--- src/rtl/hazard_ctrl_if.sv ---
// Decode <-> hazard controller bundle: ID-stage instruction info in, stall/bubble/forward selects out.
interface hazard_ctrl_if #(
  parameter int REG_ADDR_W = 5
);
  logic                  isForw_ON;
  logic                  flush;
  logic                  id_valid;
  logic [REG_ADDR_W-1:0] id_rs1;
  logic [REG_ADDR_W-1:0] id_rs2;
  logic                  id_use_rs1;
  logic                  id_use_rs2;
  logic [REG_ADDR_W-1:0] id_rd;
  logic                  id_reg_write;
  logic                  id_mem_read;
  logic                  stall;
  logic                  bubble;
  logic [1:0]            forwA;
  logic [1:0]            forwB;
  logic [1:0]            state_o;

  modport master (
    output isForw_ON, flush, id_valid, id_rs1, id_rs2, id_use_rs1, id_use_rs2,
           id_rd, id_reg_write, id_mem_read,
    input  stall, bubble, forwA, forwB, state_o
  );

  modport slave (
    input  isForw_ON, flush, id_valid, id_rs1, id_rs2, id_use_rs1, id_use_rs2,
           id_rd, id_reg_write, id_mem_read,
    output stall, bubble, forwA, forwB, state_o
  );
endinterface

--- src/rtl/hazard_ctrl.sv ---
// Load-use / RAW hazard controller with registered forward selects for the EX stage.
// Optional HAZ_STATS_EN adds saturating stall_cycles / forw_events counters.
module hazard_ctrl #(
`ifdef HAZ_STATS_EN
  parameter int STATS_W    = 32,
`endif
  parameter int REG_ADDR_W = 5
) (
  input  logic               clk,
  input  logic               rst,
`ifdef HAZ_STATS_EN
  output logic [STATS_W-1:0] stall_cycles,
  output logic [STATS_W-1:0] forw_events,
`endif
  hazard_ctrl_if.slave       bus
);

  localparam logic [1:0] ST_RUN = 2'd0;
  localparam logic [1:0] ST_LU  = 2'd1;
  localparam logic [1:0] ST_RAW = 2'd2;

  localparam logic [1:0] SEL_RF  = 2'b00;
  localparam logic [1:0] SEL_EX  = 2'b01;
  localparam logic [1:0] SEL_MEM = 2'b10;

  // WB is not shadowed: the register file is write-through, so WB never stalls or forwards.
  logic                  ex_valid, ex_reg_write, ex_mem_read;
  logic [REG_ADDR_W-1:0] ex_rd;
  logic                  mem_valid, mem_reg_write;
  logic [REG_ADDR_W-1:0] mem_rd;

  logic [1:0] state, state_d;
  logic [1:0] forw_a, forw_b;
  logic [1:0] sel_a, sel_b;
  logic       ex_m1, ex_m2, mem_m1, mem_m2;
  logic       lu_haz, raw_haz, hazard, advance;

  function automatic logic src_match(logic s_valid, logic s_write, logic [REG_ADDR_W-1:0] s_rd,
                                     logic use_rs, logic [REG_ADDR_W-1:0] rs);
    return s_valid && s_write && (s_rd != '0) && use_rs && (rs == s_rd);
  endfunction

  function automatic logic [1:0] fwd_sel(logic fwd_on, logic ex_hit, logic mem_hit);
    if (!fwd_on)      return SEL_RF;
    else if (ex_hit)  return SEL_EX;
    else if (mem_hit) return SEL_MEM;
    else              return SEL_RF;
  endfunction

  assign ex_m1  = bus.id_valid && src_match(ex_valid,  ex_reg_write,  ex_rd,  bus.id_use_rs1, bus.id_rs1);
  assign ex_m2  = bus.id_valid && src_match(ex_valid,  ex_reg_write,  ex_rd,  bus.id_use_rs2, bus.id_rs2);
  assign mem_m1 = bus.id_valid && src_match(mem_valid, mem_reg_write, mem_rd, bus.id_use_rs1, bus.id_rs1);
  assign mem_m2 = bus.id_valid && src_match(mem_valid, mem_reg_write, mem_rd, bus.id_use_rs2, bus.id_rs2);

  // STALL_LU is a one-cycle state by construction; the guard keeps it that way.
  assign lu_haz  = bus.isForw_ON && ex_mem_read && (ex_m1 || ex_m2) && (state != ST_LU);
  assign raw_haz = !bus.isForw_ON && (ex_m1 || ex_m2 || mem_m1 || mem_m2);
  assign hazard  = lu_haz || raw_haz;

  assign bus.stall  = !bus.flush && hazard;
  assign bus.bubble = bus.flush || hazard;
  assign advance    = bus.id_valid && !bus.bubble;

  assign sel_a = fwd_sel(bus.isForw_ON, ex_m1 && !ex_mem_read, mem_m1);
  assign sel_b = fwd_sel(bus.isForw_ON, ex_m2 && !ex_mem_read, mem_m2);

  // NOTE: every always_comb output gets a default first so no path can infer a latch.
  always_comb begin
    state_d = ST_RUN;
    if (bus.flush)    state_d = ST_RUN;
    else if (lu_haz)  state_d = ST_LU;
    else if (raw_haz) state_d = ST_RAW;
  end

  // NOTE: sequential state uses non-blocking assignments so all registers sample pre-edge values.
  always_ff @(posedge clk) begin
    if (rst) begin
      state         <= ST_RUN;
      forw_a        <= SEL_RF;
      forw_b        <= SEL_RF;
      ex_valid      <= 1'b0;
      ex_reg_write  <= 1'b0;
      ex_mem_read   <= 1'b0;
      ex_rd         <= '0;
      mem_valid     <= 1'b0;
      mem_reg_write <= 1'b0;
      mem_rd        <= '0;
    end else begin
      state         <= state_d;
      mem_valid     <= ex_valid;
      mem_reg_write <= ex_reg_write;
      mem_rd        <= ex_rd;
      ex_valid      <= advance;
      ex_reg_write  <= bus.id_reg_write;
      ex_mem_read   <= bus.id_mem_read;
      ex_rd         <= bus.id_rd;
      forw_a        <= advance ? sel_a : SEL_RF;
      forw_b        <= advance ? sel_b : SEL_RF;
    end
  end

  assign bus.forwA   = forw_a;
  assign bus.forwB   = forw_b;
  assign bus.state_o = state;

`ifdef HAZ_STATS_EN
  always_ff @(posedge clk) begin
    if (rst) begin
      stall_cycles <= '0;
      forw_events  <= '0;
    end else begin
      if (bus.stall && !(&stall_cycles))
        stall_cycles <= stall_cycles + STATS_W'(1);
      if (advance && ((sel_a != SEL_RF) || (sel_b != SEL_RF)) && !(&forw_events))
        forw_events <= forw_events + STATS_W'(1);
    end
  end
`endif

endmodule

--- src/flat_wrapper.sv ---
// flat-port wrapper written by rule: the top's interface ports become plain ports
module hazard_ctrl_flat 
#(

  parameter int REG_ADDR_W = 5
)
  (clk, rst, bus_isForw_ON, bus_flush, bus_id_valid, bus_id_rs1, bus_id_rs2, bus_id_use_rs1, bus_id_use_rs2, bus_id_rd, bus_id_reg_write, bus_id_mem_read, bus_stall, bus_bubble, bus_forwA, bus_forwB, bus_state_o);
  hazard_ctrl_if #(.REG_ADDR_W(REG_ADDR_W)) bus_i ();
  input  logic clk;
  input  logic rst;
  input wire logic [$bits(bus_i.isForw_ON)-1:0] bus_isForw_ON;
  input wire logic [$bits(bus_i.flush)-1:0] bus_flush;
  input wire logic [$bits(bus_i.id_valid)-1:0] bus_id_valid;
  input wire logic [$bits(bus_i.id_rs1)-1:0] bus_id_rs1;
  input wire logic [$bits(bus_i.id_rs2)-1:0] bus_id_rs2;
  input wire logic [$bits(bus_i.id_use_rs1)-1:0] bus_id_use_rs1;
  input wire logic [$bits(bus_i.id_use_rs2)-1:0] bus_id_use_rs2;
  input wire logic [$bits(bus_i.id_rd)-1:0] bus_id_rd;
  input wire logic [$bits(bus_i.id_reg_write)-1:0] bus_id_reg_write;
  input wire logic [$bits(bus_i.id_mem_read)-1:0] bus_id_mem_read;
  output wire logic [$bits(bus_i.stall)-1:0] bus_stall;
  output wire logic [$bits(bus_i.bubble)-1:0] bus_bubble;
  output wire logic [$bits(bus_i.forwA)-1:0] bus_forwA;
  output wire logic [$bits(bus_i.forwB)-1:0] bus_forwB;
  output wire logic [$bits(bus_i.state_o)-1:0] bus_state_o;
  assign bus_i.isForw_ON = bus_isForw_ON;
  assign bus_i.flush = bus_flush;
  assign bus_i.id_valid = bus_id_valid;
  assign bus_i.id_rs1 = bus_id_rs1;
  assign bus_i.id_rs2 = bus_id_rs2;
  assign bus_i.id_use_rs1 = bus_id_use_rs1;
  assign bus_i.id_use_rs2 = bus_id_use_rs2;
  assign bus_i.id_rd = bus_id_rd;
  assign bus_i.id_reg_write = bus_id_reg_write;
  assign bus_i.id_mem_read = bus_id_mem_read;
  assign bus_stall = bus_i.stall;
  assign bus_bubble = bus_i.bubble;
  assign bus_forwA = bus_i.forwA;
  assign bus_forwB = bus_i.forwB;
  assign bus_state_o = bus_i.state_o;
  hazard_ctrl #(.REG_ADDR_W(REG_ADDR_W)) u_core (.clk(clk), .rst(rst), .bus(bus_i));
endmodule
--- config.mk ---
export PLATFORM = sky130hd
export DESIGN_NAME = hazard_ctrl_flat
export DESIGN_NICKNAME = d
export VERILOG_FILES = /design/src/rtl/hazard_ctrl_if.sv /design/src/rtl/hazard_ctrl.sv /design/src/flat_wrapper.sv
export SDC_FILE = /design/constraint.sdc
export NUM_CORES = 1
export LEC_CHECK = 0
export BUFFER_PORTS_ARGS = -buffer_cell sky130_fd_sc_hd__buf_2
export CORE_UTILIZATION = 51
export DETAILED_ROUTE_END_ITERATION = 10
export MAX_ROUTING_LAYER = met4
export PLACE_DENSITY = 0.81
export SLEW_MARGIN = 20
export SYNTH_ARGS = -nofsm -noshare
export SYNTH_HDL_FRONTEND = slang
export SYNTH_SLANG_ARGS = --single-unit
export TNS_END_PERCENT = 5
--- constraint.sdc ---
create_clock -name clk -period 4.8 [get_ports clk]
set_clock_uncertainty 0.05 [all_clocks]
set_input_delay 1.2 -clock clk [delete_from_list [all_inputs] [get_ports clk]]
set_output_delay 1.2 -clock clk [all_outputs]
set_load 0.005 [all_outputs]
==> summary.md <==
| Metric | Value |
|---|---|
| Status | complete, no violations |
| Min cycle time layout | 4.00 ns |
| Top cell type by total area after synthesis | dfxtp_1 |
| First-iteration detailed-routing DRC count | 17 |
| TNS Setup | 0 ns |
| Max-slew headroom | 0.738 |
| CTS H-tree lvls | 1 |
| Synth top area share | 0.446 |
| Die width | 45.0 um |
| First-pass detailed-route iteration total | 4 |
| Setup crit start kind | primary input |
| Worst Setup SP | bus_id_rs1[4] |
| Fin area | 0.00115 sq mm |
| Worst vdd ir | 0.000240 V |
| Combinational power share | 0.125 |
| Worst slew pin tran | 0.389 ns |
| CTS root buffer | clkbuf_4 |
| Pwr Density | 267 mW/mm^2 |
| I/O pins | 32 |
| Vias in the first global route | 631 |
| GRT Resource Usage Total | 0.197 |
| Placed insts | 149 |
| Setup crit end kind | output pin |
| Starting Density | 0.546 |
| Hold Fails Final Rpt | 0 |
| Max stage delay on crit path | 0.52 ns |
| Syn avg cell area | 10.0 sq um |
| Sw power | 0.0739 mW |
| CTS tree | done |
| Power Internal | 0.234 mW |
| # fillers | 145 |
| Gpl congestion | 0.833 |
| Synth cell types | 25 |
| Largest net degree at the start of global routing | 16 |
| Worst R2R Start | u_core.ex_rd[1] |
| Number of diodes | 0 |
| Clk slew on worst S/H paths | 0.11 ns |
| Port buffer count | 31 |
| Fin nets | 153 |
| Sw Ratio | 0.240 |
| Setup bufs post-CTS | 0 |
| Drc violations | 0 |
| Routed WL | 1.72 mm |
| Seq/Total Area, Yosys | 0.446 |
| Die Ht | 45.0 um |
| CTS Buffer Depth | 2 |
| Cts hold-fix bufs | 0 |
| Die ar. | 0.00203 sq mm |
| CP Data Required Time | 3.55 ns |
| Via count | 749 |
| Most frequent CP cell | buf_2 |
| Synth top area cells | dfxtp_1, xnor2_1, nor2b_1 |
| FF+latch count, synth | 21 |
| CTS resizes | 0 |
| Final setup vio count | 0 |
| YS warnings | 0 |
| CTS sink count | 21 |
| Worst path slowest cell | or4_4 |
| WHS | 0.438 ns |
| Worst-Skew Late Latency | 0.30 ns |
| Mapped cell area | 943 sq um |
| Slew Viols, Final | 0 |
| FMAX | 250 MHz |
| DP HPWL | 1.37 mm |
| Crit path arrival time | 2.75 ns |
| Reg2Reg Depth | 6 |
| P&R area growth vs syn | 22.1% |
| Clock power share | 0.271 |
| Worst hold path class | flop to flop |
| Std-Cell Rows | 15 |
| Finished Layout Cells | 153 |
| Cell Area, Placed | 0.00113 sq mm |
| First-pass GRT wire length | 2.64 mm |
| Cell count after synthesis | 94 |
| Share of cells above drive strength 1 | 0.344 |
| Period utilisation layout | 0.832 |
| Leak Pwr | 0.480 nW |
| Worst-path cell chain | buf_2 -> xnor2_1 -> nand4_1 -> or4_4 -> and2_4 -> a22oi_2 -> and2b_1 -> buf_2 |
| Synth Net Count | 118 |
| Critical path endpoint | bus_stall |
| Reg2reg end | u_core.bus.forwA[1] |
| Unrepaired setup endpoints after global routing | no |
| Avg WL per Cell | 11.2 um |
| Reg2Reg Setup Slack | 3.00 ns |
| WS Path Type | primary input to output pin |
| Core Footprint | 0.00173 sq mm |
| MaxCap Viol Count | 0 |
| Via density | 4.90 |
| Peak fanout along the critical path | 2 |
| Initial antenna violation count | 0 |
| Grt ovf | 0 |
| Reg power frac | 0.603 |
| CTS Buf Count | 3 |
| Post-route antenna net violation count | 0 |
==> per-layer routing <==
metal	part of all wire	wire length, um	vias up	GRT usage
li1	-	-	383	-
met3	0.046	80	5	0.0360
met2	0.49	838	25	0.304
met5	0	0	-	-
met4	0.032	55	0	0.127
met1	0.43	747	336	0.233
==> sequential cells by signal (all words and copies together) (netlist names) <==
name / cells
u_core.ex_valid: 1
u_core.bus.forwB: 2
u_core.ex_rd: 5
u_core.mem_rd: 5
u_core.bus.forwA: 2
u_core.mem_reg_write: 1
u_core.ex_reg_write: 1
u_core.mem_valid: 1
u_core.bus.state_o: 2
u_core.ex_mem_read: 1
==> through the flow <==
step / power, mW / utilization / worst slack [ns]
global route: 0.326 / 0.667 / 0.779
CTS: 0.312 / 0.667 / 0.811
finish: 0.308 / 0.667 / 0.804
detailed placement: 0.229 / 0.652 / 0.833
global placement: 0.227 / 0.652 / 0.886
floorplan: 0.211 / - / 1.16
==> logic make-up (layout without fill, tap and decap cells) <==
logic type             count (synthesis)  after routing  synth area share
flip-flops                            21             21             0.446
XOR/XNOR                              20             20             0.186
buffers and inverters                  2             36           0.00795
AND/OR/NAND/NOR                       44             44             0.293
AO/OA/AOI/OAI                          7              7            0.0676
==> worst min path at each step <==
stage,from,endpoint,slack (ns),depth (start not counted)
2_1_floorplan,u_core.ex_valid,u_core.mem_valid,0.41,1
3_3_place_gp,u_core.ex_reg_write,u_core.mem_reg_write,0.42,1
3_5_place_dp,u_core.ex_reg_write,u_core.mem_reg_write,0.42,1
4_1_cts,u_core.ex_reg_write,u_core.mem_reg_write,0.44,1
5_1_grt,u_core.ex_valid,u_core.mem_valid,0.45,1
6_report,u_core.ex_reg_write,u_core.mem_reg_write,0.44,1
==> power by group through the flow <==
stage               Sequential (mW)  Clock (mW)  Combinational (mW)
finish                        0.186      0.0835              0.0386
floorplan                     0.188           0              0.0225
CTS                           0.186      0.0874              0.0389
global placement              0.190           0              0.0371
global route                  0.187      0.0963              0.0427
detailed placement            0.190           0              0.0386
==> cells in the mapped netlist <==
cell type / instances
nand2_1: 5
inv_1: 1
nand4_1: 4
and2_1: 1
a22oi_2: 1
nor2_1: 7
o21bai_1: 1
nand4_2: 1
dfxtp_1: 21
or2_1: 1
xor2_1: 4
clkbuf_1: 1
a21oi_1: 1
nand3_1: 1
o211ai_2: 2
nor2b_1: 14
or4_1: 2
or4_4: 2
o21ai_2: 1
xnor2_1: 16
and2_4: 1
o21ai_0: 1
and2b_1: 1
nor3b_2: 2
nor3_1: 2
==> critical path, delay by kind of cell <==
family | cells | cell delay, ns
xor+xnor | 1 | 0.17
simple gates | 4 | 0.97
buf+inv | 2 | 0.23
compound gates | 1 | 0.18
==> placed cells by master (no fill, tap or decap), drive strengths merged <==
cell type / count
a21oi: 1
a22oi: 1
and2: 2
and2b: 1
buf: 31
clkbuf: 4
dfxtp: 21
inv: 1
nand2: 5
nand3: 1
nand4: 5
nor2: 7
nor2b: 14
nor3: 2
nor3b: 2
o211ai: 2
o21ai: 2
o21bai: 1
or2: 1
or4: 4
xnor2: 16
xor2: 4
==> layout make-up <==
class / count / area [sq um] / area share
Sequential cell: 21 / 420 / 0.365
Clock buffer: 4 / 26.3 / 0.0228
Tap cell: 25 / 31.3 / 0.0271
Inverter: 1 / 3.75 / 0.00326
Multi-Input combinational cell: 71 / 515 / 0.447
Timing Repair Buffer: 31 / 155 / 0.135
Power figures use the tool's default switching activity.
